## config.mk

```make
export PLATFORM = sky130hd
export DESIGN_NAME = idwt_haar_non_pipelined_top_flat
export DESIGN_NICKNAME = d
export VERILOG_FILES = /design/src/rtl/idwt_haar_non_pipelined_top_if.sv /design/src/rtl/idwt_haar_non_pipelined_top.sv /design/src/flat_wrapper.sv
export SDC_FILE = /design/constraint.sdc
export NUM_CORES = 1
export LEC_CHECK = 0
export CAP_MARGIN = 40
export CORE_ASPECT_RATIO = 1.5
export CORE_MARGIN = 2
export CORE_UTILIZATION = 30
export DETAILED_ROUTE_END_ITERATION = 16
export GPL_ROUTABILITY_DRIVEN = 0
export PLACE_DENSITY = 0.52
export SLEW_MARGIN = 20
export SYNTH_ARGS = -nofsm -noshare
export SYNTH_HDL_FRONTEND = slang
export SYNTH_SLANG_ARGS = --single-unit
```

## constraint.sdc

```tcl
create_clock -name clk -period 8.12 [get_ports clk]
set_input_delay 1.624 -clock clk [delete_from_list [all_inputs] [get_ports clk]]
set_output_delay 1.624 -clock clk [all_outputs]
set_load 0.03 [all_outputs]
```

## src/rtl/idwt_haar_non_pipelined_top_if.sv

```systemverilog
// Handshake and coefficient/sample bus for the inverse Haar DWT block.
// Parameter N sets the reconstructed sample count.
interface idwt_haar_non_pipelined_top_if #(
  parameter int N = 8
) ();
  logic              start;
  logic [8*N-1:0]    cA_in;
  logic [8*N-1:0]    cD_in;
  logic [16*N-1:0]   array_out;
  logic              busy;
  logic              done;

  modport master (
    output start,
    output cA_in,
    output cD_in,
    input  array_out,
    input  busy,
    input  done
  );

  modport slave (
    input  start,
    input  cA_in,
    input  cD_in,
    output array_out,
    output busy,
    output done
  );
endinterface

```

## src/rtl/idwt_haar_non_pipelined_top.sv

```systemverilog
// Inverse single-level Haar DWT, one pair per 3 cycles via a shared butterfly.
// Define IDWT_HAAR_ROUND_EN for round-half-up instead of floor scaling.
module idwt_haar_non_pipelined_top #(
  parameter int N = 8
) (
  input  logic clk,
  input  logic rst_n,
  idwt_haar_non_pipelined_top_if.slave bus
);
  localparam int P  = N / 2;
  localparam int IW = (P > 1) ? $clog2(P) : 1;

  typedef enum logic [2:0] {
    IDLE,
    LOAD,
    PROCESS,
    STORE,
    DONE
  } state_t;

  state_t state;
  state_t state_nx;

  logic [IW-1:0]      pair_idx;
  logic [16*P-1:0]    sh_a;
  logic [16*P-1:0]    sh_d;
  logic [15:0]        a;
  logic [15:0]        b;
  logic [15:0]        y0;
  logic [15:0]        y1;
  logic [16*N-1:0]    arr;
  logic signed [16:0] s;
  logic signed [16:0] d;
  logic signed [25:0] ps;
  logic signed [25:0] pd;
  logic signed [25:0] ps_r;
  logic signed [25:0] pd_r;
  logic               last;
  logic               unused;

  // x*181 as shift-add: 128+32+16+4+1
  function automatic logic signed [25:0] mul181(
    input logic signed [16:0] v
  );
    logic signed [25:0] x;
    x = {{9{v[16]}}, v};
    return (x <<< 7) + (x <<< 5) + (x <<< 4)
         + (x <<< 2) + x;
  endfunction

  always_comb begin
    s  = {a[15], a} + {b[15], b};
    d  = {a[15], a} - {b[15], b};
    ps = mul181(s);
    pd = mul181(d);
`ifdef IDWT_HAAR_ROUND_EN
    ps_r = ps + 26'sd128;
    pd_r = pd + 26'sd128;
`else
    ps_r = ps;
    pd_r = pd;
`endif
  end

  assign unused = ^{ps_r[25:24], ps_r[7:0],
                    pd_r[25:24], pd_r[7:0]};

  assign last = (pair_idx == IW'(P - 1));

  always_ff @(posedge clk or negedge rst_n) begin
    if (!rst_n) state <= IDLE;
    else        state <= state_nx;
  end

  always_comb begin
    state_nx = state;
    unique case (state)
      IDLE:    if (bus.start) state_nx = LOAD;
      LOAD:    state_nx = PROCESS;
      PROCESS: state_nx = STORE;
      STORE:   state_nx = last ? DONE : LOAD;
      DONE:    if (!bus.start) state_nx = IDLE;
      default: state_nx = IDLE;
    endcase
  end

  always_ff @(posedge clk or negedge rst_n) begin
    if (!rst_n) begin
      pair_idx <= '0;
      sh_a     <= '0;
      sh_d     <= '0;
      a        <= '0;
      b        <= '0;
      y0       <= '0;
      y1       <= '0;
      arr      <= '0;
    end else begin
      unique case (state)
        IDLE: begin
          if (bus.start) begin
            sh_a <= bus.cA_in;
            sh_d <= bus.cD_in;
          end
        end
        LOAD: begin
          a <= sh_a[16*pair_idx +: 16];
          b <= sh_d[16*pair_idx +: 16];
        end
        PROCESS: begin
          y0 <= ps_r[23:8];
          y1 <= pd_r[23:8];
        end
        STORE: begin
          arr[32*pair_idx +: 16]      <= y0;
          arr[32*pair_idx + 16 +: 16] <= y1;
          // rewind so the next run starts at pair 0
          if (last) pair_idx <= '0;
          else      pair_idx <= pair_idx + 1'b1;
        end
        default: ;
      endcase
    end
  end

  assign bus.array_out = arr;
  assign bus.busy = (state == LOAD) ||
                    (state == PROCESS) ||
                    (state == STORE);
  assign bus.done = (state == DONE);
endmodule

```

## src/flat_wrapper.sv

```systemverilog
// flat-port wrapper written by rule: the top's interface ports become plain ports
module idwt_haar_non_pipelined_top_flat 
#(
  parameter int N = 8
)
  (clk, rst_n, bus_start, bus_cA_in, bus_cD_in, bus_array_out, bus_busy, bus_done);
  idwt_haar_non_pipelined_top_if #(.N(N)) bus_i ();
  input  logic clk;
  input  logic rst_n;
  input wire logic [$bits(bus_i.start)-1:0] bus_start;
  input wire logic [$bits(bus_i.cA_in)-1:0] bus_cA_in;
  input wire logic [$bits(bus_i.cD_in)-1:0] bus_cD_in;
  output wire logic [$bits(bus_i.array_out)-1:0] bus_array_out;
  output wire logic [$bits(bus_i.busy)-1:0] bus_busy;
  output wire logic [$bits(bus_i.done)-1:0] bus_done;
  assign bus_i.start = bus_start;
  assign bus_i.cA_in = bus_cA_in;
  assign bus_i.cD_in = bus_cD_in;
  assign bus_array_out = bus_i.array_out;
  assign bus_busy = bus_i.busy;
  assign bus_done = bus_i.done;
  idwt_haar_non_pipelined_top #(.N(N)) u_core (.clk(clk), .rst_n(rst_n), .bus(bus_i));
endmodule
```

==> flow_metrics.env <==
export IMPL_status="finished, final reports clean"
export IMPL_cts_hold_buf=0
export IMPL_ys_ff_latch=325
export IMPL_routed_via_density=4.75
export IMPL_yosysUniqueCellTypes=74
export IMPL_cts_root_buf="clkbuf_16"
export IMPL_rows=112
export IMPL_clk_path_buf_depth=3
export IMPL_drc_errors=0
export IMPL_hold_viol=0
export IMPL_ys_seq_area_frac=0.435
export IMPL_critical_path_class="reg -> reg"
export IMPL_setup_viol=0
export IMPL_gr_usage_all_layers=0.154
export IMPL_drt_total_wl_microns=49500
export IMPL_synth_edf_count=0
export IMPL_drt_first_pass_iters=5
export IMPL_synth_nets=2056
export IMPL_grt_max_degree=166
export IMPL_core_sq_um=61900
export IMPL_avgSynthCellArea_sq_um=10.7
export IMPL_syn_area_sq_um=18700
export IMPL_post_drt_wl_per_cell_microns=17.6
export IMPL_fin_crit_ns=6.03
export IMPL_slew_violations=0
export IMPL_synthToLayoutAreaGrowth_pct=25.7
export IMPL_worstSkewPairLatency_ns=0.56
export IMPL_yosysWarnings=0
export IMPL_ant_nets=0
export IMPL_cts_tree="done"
export IMPL_drv_cap=0
export IMPL_synth_largest_area_cell="dfrtp_1"
export IMPL_htreeDepth=2
export IMPL_rsz0062_at_grt="no"
export IMPL_fin_nets=2307
export IMPL_yosys_top_cells_area="dfrtp_1 44%, mux2_2 8.7%, ha_1 7.9%"
export IMPL_die_width_microns=208
export IMPL_fin_tns_setup_ns=0
export IMPL_synth_top_area_frac=0.435
export IMPL_ys_flop_type="dfrtp_1"
export IMPL_dieArea_sq_um=64300
export IMPL_cts_resized=0
export IMPL_crit_required_ns=8.51
export IMPL_chipHeight_microns=310
export IMPL_drt_iter0_drc=525
export IMPL_worst_pin_slew_ns=0.909
export IMPL_num_antenna_cells=0
export IMPL_drive_gt1_frac=0.144
export IMPL_cts_buffers=37
export IMPL_io_buffer_count=260
export IMPL_initial_utilization=0.302
export IMPL_crit_fanout=5
export IMPL_grt_pass1_wl_microns=78600
export IMPL_skew_ns=0.0210
export IMPL_cp_data_arrival_time_ns=6.42
export IMPL_grt_overflow_total=0
export IMPL_cts_sinks=325
export IMPL_maxSlewHeadroom=0.394
export IMPL_place_hpwl_microns=37600
export IMPL_grt_pass1_vias=13752
export IMPL_crit_path_start_kind="flop"
export IMPL_hp_class="reg -> reg"
export IMPL_worst_setup_path_end_kind="flop"
export IMPL_antenna_found_initial=0
export IMPL_cts_setup_buffers=0
export IMPL_top_level_ports=261
export IMPL_timing_fmax_ghz=0.166
export IMPL_vias=13366
export IMPL_fin_crit_sh=0.742
export IMPL_clkSlewWorstSetupHoldPaths_ns=0.06
export IMPL_async_flop_share=1.00
export IMPL_syn_inst=1743
## registers in the layout (all words and copies together), names as in the netlist
register / flops
u_core.a: 16
u_core.b: 16
u_core.bus.array_out: 128
u_core.pair_idx: 2
u_core.sh_a: 64
u_core.sh_d: 64
u_core.state: 3
u_core.y0: 16
u_core.y1: 16
## layout make-up
type,count,area (sq um)
inverters,140,526
well taps,798,998
flip-flops and latches,325,8140
fillers,6195,38400
repair buffers,288,2940
multi-input cells,1202,9750
clock inverters,10,91.3
clock buffers,53,1060
## per-layer routing
layer	part of all wire	track usage	routed length (microns)	up-vias
li1	-	-	-	6443
met1	0.41	0.181	20200	6522
met2	0.51	0.280	25300	327
met3	0.046	0.0260	2270	74
met4	0.034	0.0567	1680	0
met5	0	0	0	-
## critical path, stage by stage, from the launching register on
cell     delay (ns)
dfrtp_1        0.40
ha_1           0.24
fa_1           0.41
nor2b_1        0.19
o31a_1         0.21
o21ai_1        0.13
and2_1         0.21
xnor2_1        0.38
inv_1          0.27
xnor2_1        0.24
ha_1           0.26
ha_1           0.32
xor2_1         0.19
fa_1           0.53
inv_1          0.04
ha_1           0.33
a21oi_1        0.16
nor2b_1        0.06
a41o_1         0.25
a221o_1        0.40
o31ai_1        0.40
xor2_1         0.18
o21ai_0        0.09
## per-stage QoR
step,cell area (sq um),cells,utilization,hold WS [ns],setup WS (ns)
floorplan,18700,1743,-,0.475,2.79
global placement,22100,2734,0.357,0.463,2.26
detailed placement,22300,2752,0.361,0.470,2.12
CTS,23500,2815,0.379,0.483,2.04
global route,23500,2816,0.379,0.503,1.49
finish,23500,2816,0.379,0.474,2.09
## final timing paths
path / start / end / slack [ns] / depth (start not counted)
setup / recovery: u_core.b[0]$_DFFE_PN0P_ / u_core.y1[11]$_DFFE_PN0P_ / 2.09 / 22
hold / removal: u_core.bus.array_out[127]$_DFFE_PN0P_ / u_core.bus.array_out[127]$_DFFE_PN0P_ / 0.47 / 2
setup reg to reg: u_core.b[0]$_DFFE_PN0P_ / u_core.y1[11]$_DFFE_PN0P_ / 2.09 / 22
hold reg to reg: u_core.bus.array_out[127]$_DFFE_PN0P_ / u_core.bus.array_out[127]$_DFFE_PN0P_ / 0.47 / 2
max in group asynchronous: rst_n / u_core.sh_a[14]$_DFFE_PN0P_ / 5.66 / 2
min in group asynchronous: rst_n / u_core.bus.array_out[81]$_DFFE_PN0P_ / 1.09 / 1
## layout by cell type (no fill, tap or decap), types with 8 or more instances in the layout
cell type	Yosys	final
dfrtp_1	325	323
nand2_1	303	303
clkdlybuf4s50_1	0	259
o21ai_0	181	181
mux2_2	144	144
inv_1	132	132
ha_1	118	118
xnor2_1	64	64
fa_1	64	64
a21oi_1	53	53
nor2_1	38	38
clkbuf_16	0	37
mux4_2	32	32
xor2_1	19	19
a21o_1	17	17
a22o_1	16	16
buf_4	3	15
o21bai_1	12	12
o31ai_1	9	9
clkbuf_1	63	9
nor2b_1	8	8
nor3_1	8	8
## synthesized netlist by cell type (3+ instances only)
master	count
nor2_1	38
a22o_1	16
a41o_1	3
inv_2	6
inv_1	132
clkbuf_1	63
buf_2	9
and2_1	4
fa_1	64
a211oi_1	6
nor3_1	8
or4_1	3
xor2_1	19
o22ai_1	3
o31ai_1	9
nand2b_1	3
mux4_2	32
a31oi_1	5
o21ai_1	3
nand4_1	6
a21oi_1	53
or3_1	5
or2_2	4
o21a_1	6
a21oi_2	3
nand3_1	7
xnor2_1	64
mux2_2	144
buf_4	3
dfrtp_1	325
and3_1	3
ha_1	118
nand2_1	303
nor2b_1	8
o21bai_1	12
a21o_1	17
o21ai_0	181
nor3b_1	5
o211ai_1	4
a221oi_1	3
## cell families after synthesis
group,Yosys count,share of synthesized area
and+or+nand+nor,407,0.0916
muxes,177,0.126
xor gates and xnor gates,86,0.0415
DFF,325,0.435
buffers and inverters,216,0.0446
adders and majority gates,185,0.149
AOI/OAI and AO/OA,347,0.112
Power is not shown: default switching activity piles up to over one toggle a cycle in this logic, so the estimate is an artifact.
